### src/rtl/rr_mux_reg_if.sv
// rr_mux_reg_if: handshake bundle for the round-robin registered selector.
// Producers on in_*, consumer on out_*.
interface rr_mux_reg_if #(
  parameter int width    = 32,
  parameter int channels = 4
);
  localparam int selw = $clog2(channels);

  logic [channels*width-1:0] in_data;
  logic [channels-1:0]       in_valid;
  logic [channels-1:0]       in_ready;
  logic [width-1:0]          out_data;
  logic [selw-1:0]           out_sel;
  logic                      out_valid;
  logic                      out_ready;

  modport master (
    output in_data,
    output in_valid,
    input  in_ready,
    input  out_data,
    input  out_sel,
    input  out_valid,
    output out_ready
  );

  modport slave (
    input  in_data,
    input  in_valid,
    output in_ready,
    output out_data,
    output out_sel,
    output out_valid,
    input  out_ready
  );
endinterface

### src/rtl/rr_mux_reg.sv
// rr_mux_reg: N-channel round-robin selector with a one-entry output register.
// Define RR_MUX_FIXED_PRIO_EN for lowest-index-wins fixed priority.
module rr_mux_reg #(
  parameter int width    = 32,
  parameter int channels = 4
) (
  input  logic         clk,
  input  logic         reset,
  rr_mux_reg_if.slave  bus
);
  localparam int selw = $clog2(channels);
  localparam logic [selw:0] nch = (selw+1)'(channels);
  localparam logic [selw-1:0] last = selw'(channels - 1);

  logic              ld;
  logic              hit;
  logic [selw-1:0]   gnt;
  logic [selw:0]     idx;
  logic [width-1:0]  gnt_data;
  logic [selw-1:0]   ptr;

  logic [width-1:0]  dat_q;
  logic [selw-1:0]   sel_q;
  logic              vld_q;

  assign ld = !vld_q || bus.out_ready;

  assign bus.out_data  = dat_q;
  assign bus.out_sel   = sel_q;
  assign bus.out_valid = vld_q;

  // Scan requests starting at ptr, wrapping at channels; first hit wins.
  always_comb begin
    hit = 1'b0;
    gnt = '0;
    idx = '0;
    for (int i = 0; i < channels; i++) begin
      idx = {1'b0, ptr} + (selw+1)'(i);
      if (idx >= nch)
        idx = idx - nch;
      if (!hit && bus.in_valid[idx[selw-1:0]]) begin
        hit = 1'b1;
        gnt = idx[selw-1:0];
      end
    end
  end

  // Route the granted word and raise ready only on the granted channel.
  always_comb begin
    gnt_data     = '0;
    bus.in_ready = '0;
    for (int k = 0; k < channels; k++) begin
      if (gnt == selw'(k)) begin
        gnt_data = bus.in_data[k*width +: width];
        bus.in_ready[k] = ld && hit && !reset;
      end
    end
  end

`ifdef RR_MUX_FIXED_PRIO_EN
  assign ptr = '0;
`else
  // Rotate the scan start to just past the last winner.
  always_ff @(posedge clk or posedge reset) begin
    if (reset)
      ptr <= '0;
    else if (ld && hit)
      ptr <= (gnt == last) ? '0 : gnt + 1'b1;
  end
`endif

  // Output register: load on grant, drain when idle, hold under back-pressure.
  always_ff @(posedge clk or posedge reset) begin
    if (reset) begin
      dat_q <= '0;
      sel_q <= '0;
      vld_q <= 1'b0;
    end else if (ld) begin
      if (hit) begin
        dat_q <= gnt_data;
        sel_q <= gnt;
        vld_q <= 1'b1;
      end else begin
        vld_q <= 1'b0;
      end
    end
  end
endmodule

### src/flat_wrapper.sv
// flat-port wrapper written by rule: the top's interface ports become plain ports
module rr_mux_reg_flat 
#(
  parameter int width    = 32,
  parameter int channels = 4
)
  (clk, reset, bus_in_data, bus_in_valid, bus_in_ready, bus_out_data, bus_out_sel, bus_out_valid, bus_out_ready);
  rr_mux_reg_if #(.width(width), .channels(channels)) bus_i ();
  input  logic clk;
  input  logic reset;
  input wire logic [$bits(bus_i.in_data)-1:0] bus_in_data;
  input wire logic [$bits(bus_i.in_valid)-1:0] bus_in_valid;
  output wire logic [$bits(bus_i.in_ready)-1:0] bus_in_ready;
  output wire logic [$bits(bus_i.out_data)-1:0] bus_out_data;
  output wire logic [$bits(bus_i.out_sel)-1:0] bus_out_sel;
  output wire logic [$bits(bus_i.out_valid)-1:0] bus_out_valid;
  input wire logic [$bits(bus_i.out_ready)-1:0] bus_out_ready;
  assign bus_i.in_data = bus_in_data;
  assign bus_i.in_valid = bus_in_valid;
  assign bus_in_ready = bus_i.in_ready;
  assign bus_out_data = bus_i.out_data;
  assign bus_out_sel = bus_i.out_sel;
  assign bus_out_valid = bus_i.out_valid;
  assign bus_i.out_ready = bus_out_ready;
  rr_mux_reg #(.width(width), .channels(channels)) u_core (.clk(clk), .reset(reset), .bus(bus_i));
endmodule
### config.mk
export PLATFORM = sky130hd
export DESIGN_NAME = rr_mux_reg_flat
export DESIGN_NICKNAME = d
export VERILOG_FILES = /design/src/rtl/rr_mux_reg_if.sv /design/src/rtl/rr_mux_reg.sv /design/src/flat_wrapper.sv
export SDC_FILE = /design/constraint.sdc
export NUM_CORES = 1
export LEC_CHECK = 0
export ABC_AREA = 1
export BUFFER_PORTS_ARGS = -buffer_cell sky130_fd_sc_hd__buf_2
export CORE_AREA = 8 8 93 87
export DETAILED_ROUTE_END_ITERATION = 6
export DIE_AREA = 0 0 101 95
export GPL_ROUTABILITY_DRIVEN = 0
export PLACE_DENSITY = 0.79
export SYNTH_ARGS = -nofsm -noshare
export SYNTH_HDL_FRONTEND = slang
export SYNTH_SLANG_ARGS = --single-unit
### constraint.sdc
create_clock -name clk -period 3.2 [get_ports clk]
set_input_delay 0.32 -clock clk [delete_from_list [all_inputs] [get_ports clk]]
set_output_delay 0.32 -clock clk [all_outputs]
set_load 0.02 [all_outputs]
==> impl_metrics.py, run 1 <==
metrics = {
    "status": {
        "status": "finished, final reports clean",
    },
    "logic_synthesis": {
        "synth_area_leader_cell": "dfrtp_1",
        "ys_ff_latch": 37,
        "syn_inst": 442,
        "ys_seq_area_frac": 0.344,
        "syn_area_um2": 2690,
        "synth_top_cell_area_share": 0.344,
        "synth_area_leaders": "dfrtp_1 34%, nand2_1 32%, o21ai_0 11%",
        "avgSynthCellArea_um2": 6.09,
        "synth_cell_type_count": 20,
        "synth_nets": 581,
        "yosys_warnings": 0,
    },
    "worst_setup_path": {
        "cp.required_ns": 2.88,
        "cp_top_family": "buffers and inverters",
        "cpMostUsedCell": "nand2_1",
        "path_buf_inv": 6,
        "path_cells": "inv_4 -> nand2_1 -> nand3_1 -> nand2_1 -> inv_1 -> nand2_1 -> nand2_1 -> nand2_1 -> nor2_1 -> inv_1 -> ha_1 -> inv_1 -> buf_4 -> nor2_1 -> buf_2",
        "worstPathArrival_ns": 2.67,
        "crit_path_max_fanout": 33,
        "worst-setup-path-type": "flip-flop to output pin",
        "worstSetupStartpointType": "flip-flop",
        "cpMaxStageDelayCell": "dfrtp_2",
        "slowest_delay_ns": 0.49,
        "crit_path_end_kind": "output pin",
    },
    "pwr": {
        "ir_drop_mv": 0.680,
        "switchingPower_mw": 3.10,
        "p_total_mw": 5.46,
        "p_clk_frac": 0.060,
        "p_leak_nw": 2.16,
        "power_density_nw_per_um2": 1480,
        "comb_power_share": 0.785,
        "seqPwrFrac": 0.155,
        "p_int_mw": 2.37,
        "swShare": 0.567,
    },
    "cts": {
        "cts_sinks": 37,
        "htreeDepth": 2,
        "clk_latency_ns": 0.28,
        "root_buffer": "clkbuf_8",
        "cts_tree": "done",
        "cts_made_buffers": 5,
        "clk_pin_slew_worst_paths_ns": 0.07,
        "cts_buffer_depth": 2,
    },
    "place": {
        "io_buffers": 173,
        "dp_hpwl_um": 7660,
        "pre_cts_slack_ns": 0.514,
    },
    "timing": {
        "worst_slew_pin_slew_ns": 0.476,
        "fin_tns_setup_ns": 0,
        "max_freq_ghz": 0.334,
        "fin_crit_sh": 0.936,
        "period_needed_ns": 2.99,
        "worst_slack_ns": 0.205,
        "fin_hold_ws_ns": 0.226,
        "setup_viol": 0,
        "slew_headroom": 0.683,
        "finClkSkew_ns": 0.00611,
        "slew_viol_final": 0,
        "hold_violations": 0,
        "grt_setup_unrepaired": "no",
    },
    "floorplanning": {
        "fp.dieArea_um2": 9600,
        "num_io_pins": 174,
        "initial_core_util": 0.417,
        "core-area_um2": 6450,
        "die_height_um": 95,
        "die_x_um": 101,
        "core.rowCount": 28,
    },
    "global_routing": {
        "grt_usage": 0.205,
        "first_global_vias": 3535,
        "antenna_found_initial": 0,
        "grt.overflow.total": 0,
        "grt_max_degree": 38,
        "grt_pass1_wl_um": 16100,
    },
    "detailed_routing": {
        "dr.pass1.iters": 5,
        "wl_per_cell_um": 14.1,
        "drc": 0,
        "ant_nets": 0,
        "vias": 3393,
        "drt_iter0_drc": 104,
        "vias_per_cell": 4.89,
        "drt-total-wl_um": 9820,
    },
    "min_path": {
        "worst_hold_path_type": "primary input to asynchronous set/reset pin",
    },
    "layout": {
        "fill_cells": 677,
        "syn_to_final_growth_pct": 37.5,
        "final_layout_size_suffix_gt1_frac": 0.334,
        "utilization": 0.574,
        "fin_nets": 743,
        "antenna_cells": 0,
    },
    "job": {
        "max-cap-violations": 0,
    },
}
==> worst reg2reg max path: stages, from the launching register on <==
cell and delay [ns]:
dfrtp_2 0.49, inv_4 0.12, nand2_1 0.08, nand3_1 0.11, nand2_1 0.14, inv_1 0.10
nand2_1 0.06, nand2_1 0.07, nand2_1 0.08, nor2_1 0.19, inv_1 0.10, ha_1 0.23
inv_1 0.06, buf_4 0.30, o21ai_0 0.15, o21ai_0 0.18, nand2_1 0.07, nand2_1 0.07
==> final timing paths <==
path | from | to | slack, ns | cells after the start
min in group clk | bus_in_data[114] | u_core.bus.out_data[18] | 0.33 | 5
setup / recovery | u_core.ptr[0] | bus_in_ready[2] | 0.21 | 15
hold / removal | reset | u_core.bus.out_data[17] | 0.23 | 3
hold reg to reg | u_core.bus.out_data[30] | u_core.bus.out_data[30] | 0.48 | 2
max in group asynchronous | reset | u_core.ptr[0] | 2.62 | 3
setup reg to reg | u_core.ptr[0] | u_core.bus.out_data[1] | 0.52 | 17
==> cells in the final DEF (no fill, tap or decap) <==
| cell type | Yosys | routed |
|---|---|---|
| buf_4 | 0 | 11 |
| clkbuf_1 | 19 | 1 |
| inv_2 | 2 | 2 |
| nor2_2 | 0 | 1 |
| nand4_1 | 2 | 2 |
| a21oi_1 | 32 | 32 |
| nor2_4 | 1 | 1 |
| nand3_1 | 9 | 9 |
| inv_1 | 16 | 16 |
| nor2_1 | 6 | 5 |
| dfrtp_2 | 0 | 1 |
| nand3_2 | 1 | 1 |
| dfrtp_1 | 37 | 36 |
| nand2_1 | 229 | 229 |
| buf_2 | 4 | 173 |
| ha_2 | 0 | 1 |
| nand2_4 | 1 | 1 |
| o21ai_1 | 10 | 10 |
| nand2_2 | 3 | 3 |
| clkbuf_8 | 0 | 6 |
| ha_1 | 4 | 3 |
| o21ai_0 | 59 | 59 |
| inv_4 | 1 | 1 |
==> area by class of cell <==
cell class	instances	area [um2]	area share
Multi-Input combinational cell	357	1550	0.419
Timing Repair Buffer	184	948	0.256
Sequential cell	37	927	0.251
Tap cell	90	113	0.0304
Clock buffer	7	86.3	0.0233
Inverter	19	73.8	0.0200
==> sequential cells by signal, summed over array words and instances (netlist names) <==
register	count
u_core.bus.out_sel	2
u_core.ptr	2
u_core.bus.out_valid	1
u_core.bus.out_data	32
==> Yosys cell counts <==
cell type,number
nand2_1,229
o21ai_0,59
dfrtp_1,37
a21oi_1,32
clkbuf_1,19
inv_1,16
o21ai_1,10
nand3_1,9
nor2_1,6
buf_2,4
buf_6,4
ha_1,4
nand2_2,3
buf_1,2
inv_2,2
nand4_1,2
inv_4,1
nand2_4,1
nand3_2,1
nor2_4,1
==> repair_timing <==
item,CTS,global route
setup endpoints to repair,0,1
resized for setup,0,1
setup buffers,0,0
hold buffers,0,0
==> stage by stage <==
step | cell area (um2) | std cells
after detailed placement | 3610 | 687
after floorplan | 2690 | 442
final | 3700 | 694
after CTS | 3700 | 694
after global routing | 3700 | 694
after global placement | 3610 | 687
==> kinds of logic (layout without fill, tap and decap cells) <==
family / after synthesis / in the layout / synth area share
simple gates: 252 / 252 / 0.368
compound gates: 101 / 101 / 0.188
buf+inv: 48 / 210 / 0.0809
flops: 37 / 37 / 0.344
fa+ha+maj: 4 / 4 / 0.0186
==> layer usage <==
metal	wire, um	global-route usage	share of wire	vias to the layer above
met5	0	0	0	-
met4	126	0.0582	0.013	0
met3	1150	0.0713	0.12	14
met2	4770	0.368	0.49	181
met1	3770	0.224	0.38	1475
li1	-	-	-	1723
==> power by group through the flow <==
stage | Combinational [mW] | Clock (mW) | Sequential (mW)
floorplan | 2.93 | 0 | 1.06
global placement | 4.18 | 0 | 0.837
detailed placement | 4.31 | 0 | 0.845
CTS | 4.32 | 0.338 | 0.840
global route | 4.90 | 0.360 | 0.871
finish | 4.29 | 0.327 | 0.845
Note: power is estimated with default switching activity, not from simulation.
==> inputs of run 2 (changes only) <==
--- a/config.mk
+++ b/config.mk
@@ -5,13 +5,13 @@
 export SDC_FILE = /design/constraint.sdc
 export NUM_CORES = 1
 export LEC_CHECK = 0
-export ABC_AREA = 1
+export ABC_AREA = 0
 export BUFFER_PORTS_ARGS = -buffer_cell sky130_fd_sc_hd__buf_2
 export CORE_AREA = 8 8 93 87
 export DETAILED_ROUTE_END_ITERATION = 6
 export DIE_AREA = 0 0 101 95
 export GPL_ROUTABILITY_DRIVEN = 0
-export PLACE_DENSITY = 0.79
+export PLACE_DENSITY = 0.81
 export SYNTH_ARGS = -nofsm -noshare
 export SYNTH_HDL_FRONTEND = slang
 export SYNTH_SLANG_ARGS = --single-unit
==> run 2 against run 1 <==
Via count down 5.6%. Clock skew about the same. Maximum frequency increased by 6.2%. Combinational power down 59%. Power fell by 48%. Core utilization increased by 0.83 points. Critical endpoint is now bus_in_ready[3].
==> impl_metrics.py, run 2 <==
metrics = {
    "status": {
        "status": "finished, final reports clean",
    },
    "detailed_routing": {
        "vias": 3203,
        "drc": 0,
        "vias_per_cell": 5.50,
        "ant_nets": 0,
        "drt_iter0_drc": 143,
        "drt-total-wl_um": 9620,
        "wl_per_cell_um": 16.5,
        "dr.pass1.iters": 4,
    },
    "global_routing": {
        "grt_pass1_wl_um": 15200,
        "first_global_vias": 3274,
        "antenna_found_initial": 0,
        "grt.overflow.total": 0,
        "grt_max_degree": 35,
        "grt_usage": 0.194,
    },
    "pwr": {
        "power_density_nw_per_um2": 763,
        "seqPwrFrac": 0.278,
        "p_total_mw": 2.86,
        "p_int_mw": 1.57,
        "p_clk_frac": 0.112,
        "p_leak_nw": 1.82,
        "ir_drop_mv": 0.371,
        "comb_power_share": 0.610,
        "swShare": 0.450,
        "switchingPower_mw": 1.29,
    },
    "timing": {
        "finClkSkew_ns": 0.00593,
        "worst_slew_pin_slew_ns": 0.818,
        "max_freq_ghz": 0.355,
        "slew_headroom": 0.455,
        "hold_violations": 0,
        "setup_viol": 0,
        "fin_hold_ws_ns": 0.111,
        "fin_tns_setup_ns": 0,
        "worst_slack_ns": 0.380,
        "grt_setup_unrepaired": "no",
        "fin_crit_sh": 0.881,
        "period_needed_ns": 2.82,
        "slew_viol_final": 0,
    },
    "layout": {
        "mostFrequentLayoutCells": "173 x buf_2, 56 x a21oi_1, 37 x dfrtp_1",
        "syn_to_final_growth_pct": 34.5,
        "final_layout_size_suffix_gt1_frac": 0.425,
        "fill_cells": 632,
        "antenna_cells": 0,
        "multi_input_area_um2": 1520,
        "layout_commonest_cell": "buf_2",
        "largest_register_ffs": 32,
        "utilization": 0.582,
        "fin_nets": 631,
        "seq_area_um2": 926,
    },
    "floorplanning": {
        "initial_core_util": 0.433,
        "die_height_um": 95,
        "core-area_um2": 6450,
        "core.rowCount": 28,
        "die_x_um": 101,
        "num_io_pins": 174,
        "fp.dieArea_um2": 9600,
    },
    "worst_setup_path": {
        "worst-setup-path-type": "flip-flop to output pin",
        "cp.required_ns": 2.88,
        "r2r_cells": 8,
        "worstSetupStartpoint": "u_core.ptr[1]",
        "reg2reg_from": "u_core.ptr[1]",
        "worstSetupStartpointType": "flip-flop",
        "worstPathArrival_ns": 2.50,
        "crit_path_max_fanout": 27,
        "crit_path_end_kind": "output pin",
    },
    "cts": {
        "root_buffer": "clkbuf_8",
        "cts_sinks": 37,
        "cts_hold_buf": 0,
        "cts_resized": 0,
        "cts_tree": "done",
        "postCtsSetupBuffers": 0,
        "clk_latency_ns": 0.28,
        "cts_made_buffers": 5,
        "htreeDepth": 2,
        "clk_pin_slew_worst_paths_ns": 0.07,
        "cts_buffer_depth": 2,
    },
    "logic_synthesis": {
        "synth_nets": 476,
        "syn_inst": 337,
        "ys_seq_area_frac": 0.332,
        "syn_area_um2": 2790,
        "avgSynthCellArea_um2": 8.28,
        "synth_area_leader_cell": "dfrtp_1",
        "synth_edf_count": 0,
        "synth_cell_type_count": 32,
        "synth_top_cell_area_share": 0.332,
        "ys_top_cells_by_count": "56 x a21oi_1, 37 x dfrtp_1, 35 x inv_1, 35 x nand2_1",
        "synth_area_leaders": "dfrtp_1 33%, a221o_1 11%, a21oi_1 10%",
        "yosys_warnings": 0,
        "ys_ff_latch": 37,
        "synth_ff_type": "dfrtp_1",
        "yosysMostFrequentCell": "a21oi_1",
        "async_flop_share": 1.00,
    },
    "place": {
        "io_buffers": 173,
        "pre_cts_slack_ns": 0.541,
        "dp_hpwl_um": 7330,
    },
    "min_path": {
        "worst_hold_path_type": "primary input to asynchronous set/reset pin",
    },
    "job": {
        "max-cap-violations": 0,
    },
}
## run 2: cell types whose count changed in the layout (fill, tap and decap cells not counted), sizes merged, moves of 3 or more
cell	change
a21oi	+34
a221o	+32
a31oi	+32
and3	+4
inv	+16
nand2	-198
nand2b	+4
nand3	-10
nand3b	+32
nor2	-3
o21ai	-66
## run 2: cell families after synthesis
kind of cell,after synthesis,synth area share
compound gates,137,0.337
flops,37,0.332
buf+inv,71,0.127
fa+ha+maj,4,0.0179
simple gates,86,0.179
mux,2,0.00762
## run 2: area by class of cell
cell class                      count  share of cell area
Timing Repair Buffer              184               0.259
Multi-Input combinational cell    229               0.406
Sequential cell                    37               0.247
Clock buffer                        7              0.0230
Inverter                           35              0.0350
Tap cell                           90              0.0300
## run 2: critical path: stages, from the launching register on
cell,delay (ns)
dfrtp_1,0.42
mux2i_1,0.22
nor2_1,0.10
nor4_1,0.44
ha_2,0.63
and3_1,0.24
buf_2,0.17
## run 2: worst paths after layout
check / end / slack, ns
min: u_core.bus.out_data[14] / 0.11
max reg2reg: u_core.bus.out_data[8] / 0.57
max: bus_in_ready[3] / 0.38
min reg2reg: u_core.bus.out_data[2] / 0.55
max in group asynchronous: u_core.bus.out_data[8] / 2.88
min in group clk: u_core.bus.out_data[15] / 0.30
## run 2: per-stage QoR
stage                     std cells  cell area (um2)
after floorplan                 337             2790
after global routing            582             3750
after CTS                       582             3750
final                           582             3750
after global placement          575             3670
after detailed placement        575             3670
## run 2: power by group through the flow
stage / registers [mW] / clock network (mW) / logic (mW)
3_5_place_dp: 0.802 / 0 / 1.75
2_1_floorplan: 1.03 / 0 / 0.979
5_1_grt: 0.817 / 0.357 / 1.90
3_3_place_gp: 0.788 / 0 / 1.71
4_1_cts: 0.793 / 0.338 / 1.76
6_report: 0.795 / 0.322 / 1.75
## run 2: per-layer routing
metal  vias up  part of all wire  global-route usage
met3         6             0.099              0.0588
met1      1515              0.38               0.211
met4         0            0.0096              0.0620
met2       144              0.51               0.353
met5         -                 0                   0
li1       1538                 -                   -
==> inputs of run 3 (changes only) <==
--- a/config.mk
+++ b/config.mk
@@ -5,12 +5,10 @@
 export SDC_FILE = /design/constraint.sdc
 export NUM_CORES = 1
 export LEC_CHECK = 0
-export ABC_AREA = 0
 export BUFFER_PORTS_ARGS = -buffer_cell sky130_fd_sc_hd__buf_2
 export CORE_AREA = 8 8 93 87
 export DETAILED_ROUTE_END_ITERATION = 6
 export DIE_AREA = 0 0 101 95
-export GPL_ROUTABILITY_DRIVEN = 0
 export PLACE_DENSITY = 0.81
 export SYNTH_ARGS = -nofsm -noshare
 export SYNTH_HDL_FRONTEND = slang
==> constraint.sdc (replaced) <==
create_clock -name clk -period 3.2 [get_ports clk]
set_input_delay 0.8 -clock clk [delete_from_list [all_inputs] [get_ports clk]]
set_output_delay 0.8 -clock clk [all_outputs]
set_load 0.02 [all_outputs]
==> run 3 against run 2 <==
Non-clock buffer count unchanged. Power is 0.96% lower. Combinational power about the same. Maximum frequency fell by 8.8%. Hold slack gained 0.43 ns. Register-to-register slack better by 0.10 ns. Critical path type is now primary input to output pin.
==> impl_metrics.py, run 3 (synthesis gave the netlist of run 2 again) <==
metrics = {
    "global_routing": {
        "grt_pass1_wl_um": 15700,
        "antenna_found_initial": 0,
        "grt_usage": 0.203,
        "grt.overflow.total": 0,
        "grt_max_degree": 65,
        "first_global_vias": 3242,
    },
    "detailed_routing": {
        "drt_iter0_drc": 111,
        "vias_per_cell": 5.54,
        "dr.pass1.iters": 4,
        "wl_per_cell_um": 17.0,
        "ant_nets": 0,
        "drt-total-wl_um": 9920,
        "drc": 0,
        "vias": 3226,
    },
    "timing": {
        "hold_violations": 0,
        "finClkSkew_ns": 0.00247,
        "setup_viol": 0,
        "worst_slew_pin_slew_ns": 0.637,
        "fin_crit_sh": 0.966,
        "slew_viol_final": 0,
        "period_needed_ns": 3.09,
        "grt_setup_unrepaired": "no",
        "slew_headroom": 0.575,
        "fin_tns_setup_ns": 0,
        "max_freq_ghz": 0.324,
    },
    "place": {
        "dp_hpwl_um": 7560,
        "routabilityCongestion": 0.924,
        "dpl.cell_count": 575,
        "io_buffers": 173,
    },
    "cts": {
        "postCtsSetupBuffers": 0,
        "cts_sinks": 37,
        "cts_tree": "done",
        "htreeDepth": 2,
        "cts_made_buffers": 5,
        "cts_hold_buf": 0,
        "cts_resized": 0,
        "cts_buffer_depth": 2,
        "clk_latency_ns": 0.28,
        "root_buffer": "clkbuf_8",
        "clk_pin_slew_worst_paths_ns": 0.07,
    },
    "pwr": {
        "power_density_nw_per_um2": 761,
        "ir_drop_mv": 0.376,
        "p_leak_nw": 1.81,
    },
    "worst_setup_path": {
        "worst-setup-path-type": "primary input to output pin",
        "worstPathArrival_ns": 2.29,
        "r2r_slack_ns": 0.67,
        "cp.required_ns": 2.40,
        "crit_path_end_kind": "output pin",
        "crit_path_max_fanout": 5,
        "worstSetupStartpointType": "primary input",
    },
    "layout": {
        "antenna_cells": 0,
        "final_layout_size_suffix_gt1_frac": 0.425,
        "fill_cells": 648,
        "fin_nets": 631,
        "instances_no_fill": 582,
        "layout_commonest_cell": "buf_2",
        "mostFrequentLayoutCells": "173 x buf_2, 56 x a21oi_1, 37 x dfrtp_1",
        "syn_to_final_growth_pct": 33.5,
        "largest_register_ffs": 32,
    },
    "floorplanning": {
        "core.rowCount": 28,
        "core-area_um2": 6450,
        "num_io_pins": 174,
        "fp.dieArea_um2": 9600,
        "die_height_um": 95,
        "die_x_um": 101,
        "initial_core_util": 0.433,
    },
    "status": {
        "status": "finished, final reports clean",
    },
    "min_path": {
        "worst_hold_path_type": "flip-flop to flip-flop",
    },
    "job": {
        "max-cap-violations": 0,
    },
}
run 3: cell counts in the layout (fill, tap and decap cells not counted):
No cell type changed its count.
run 3: final timing paths:
path                            depth (start not counted)                      end                   from
worst max-delay path                                    7          bus_in_ready[0]        bus_in_valid[3]
worst min-delay path                                    2    u_core.bus.out_sel[1]  u_core.bus.out_sel[1]
worst max register to register                          8  u_core.bus.out_data[30]          u_core.ptr[1]
worst min register to register                          2    u_core.bus.out_sel[1]  u_core.bus.out_sel[1]
max in group asynchronous                               3            u_core.ptr[0]                  reset
min in group asynchronous                               3  u_core.bus.out_data[18]                  reset
run 3: critical path: stages:
cell and delay, ns:
buf_2 0.15, nand2b_1 0.14, a21oi_1 0.12, or4_1 0.55, ha_1 0.24, and3_1 0.14
buf_2 0.15
run 3: layer usage:
layer,GRT usage,up-vias,wire [um]
met3,0.0618,29,946
met1,0.225,1489,3830
li1,-,1541,-
met4,0.0942,0,309
met2,0.352,167,4830
met5,0,-,0
run 3: power breakdown:
part,leakage (nW),internal [mW],switching (mW)
combinational,1.34,0.704,1.02
sequential,0.426,0.668,0.118
clock,0.0443,0.171,0.151
run 3: cell type report:
type | count | area [um2] | area share
multi-input combinational | 229 | 1520 | 0.409
timing repair buffer | 184 | 948 | 0.254
sequential | 37 | 926 | 0.248
inverter | 35 | 131 | 0.0352
tap | 90 | 113 | 0.0302
clock buffer | 7 | 86.3 | 0.0232
run 3: metrics by stage:
| stage | utilization | setup WS, ns | power, mW | area [um2] | hold slack (ns) |
|---|---|---|---|---|---|
| final | 0.578 | 0.110 | 2.84 | 3730 | 0.536 |
| after detailed placement | 0.565 | 0.123 | 2.53 | 3640 | 0.520 |
| after CTS | 0.578 | 0.119 | 2.86 | 3730 | 0.537 |
| after floorplan | - | 0.0469 | 2.01 | 2800 | 0.561 |
| after global routing | 0.578 | 0.0232 | 3.04 | 3730 | 0.553 |
| after global placement | 0.565 | 0.176 | 2.46 | 3640 | 0.526 |
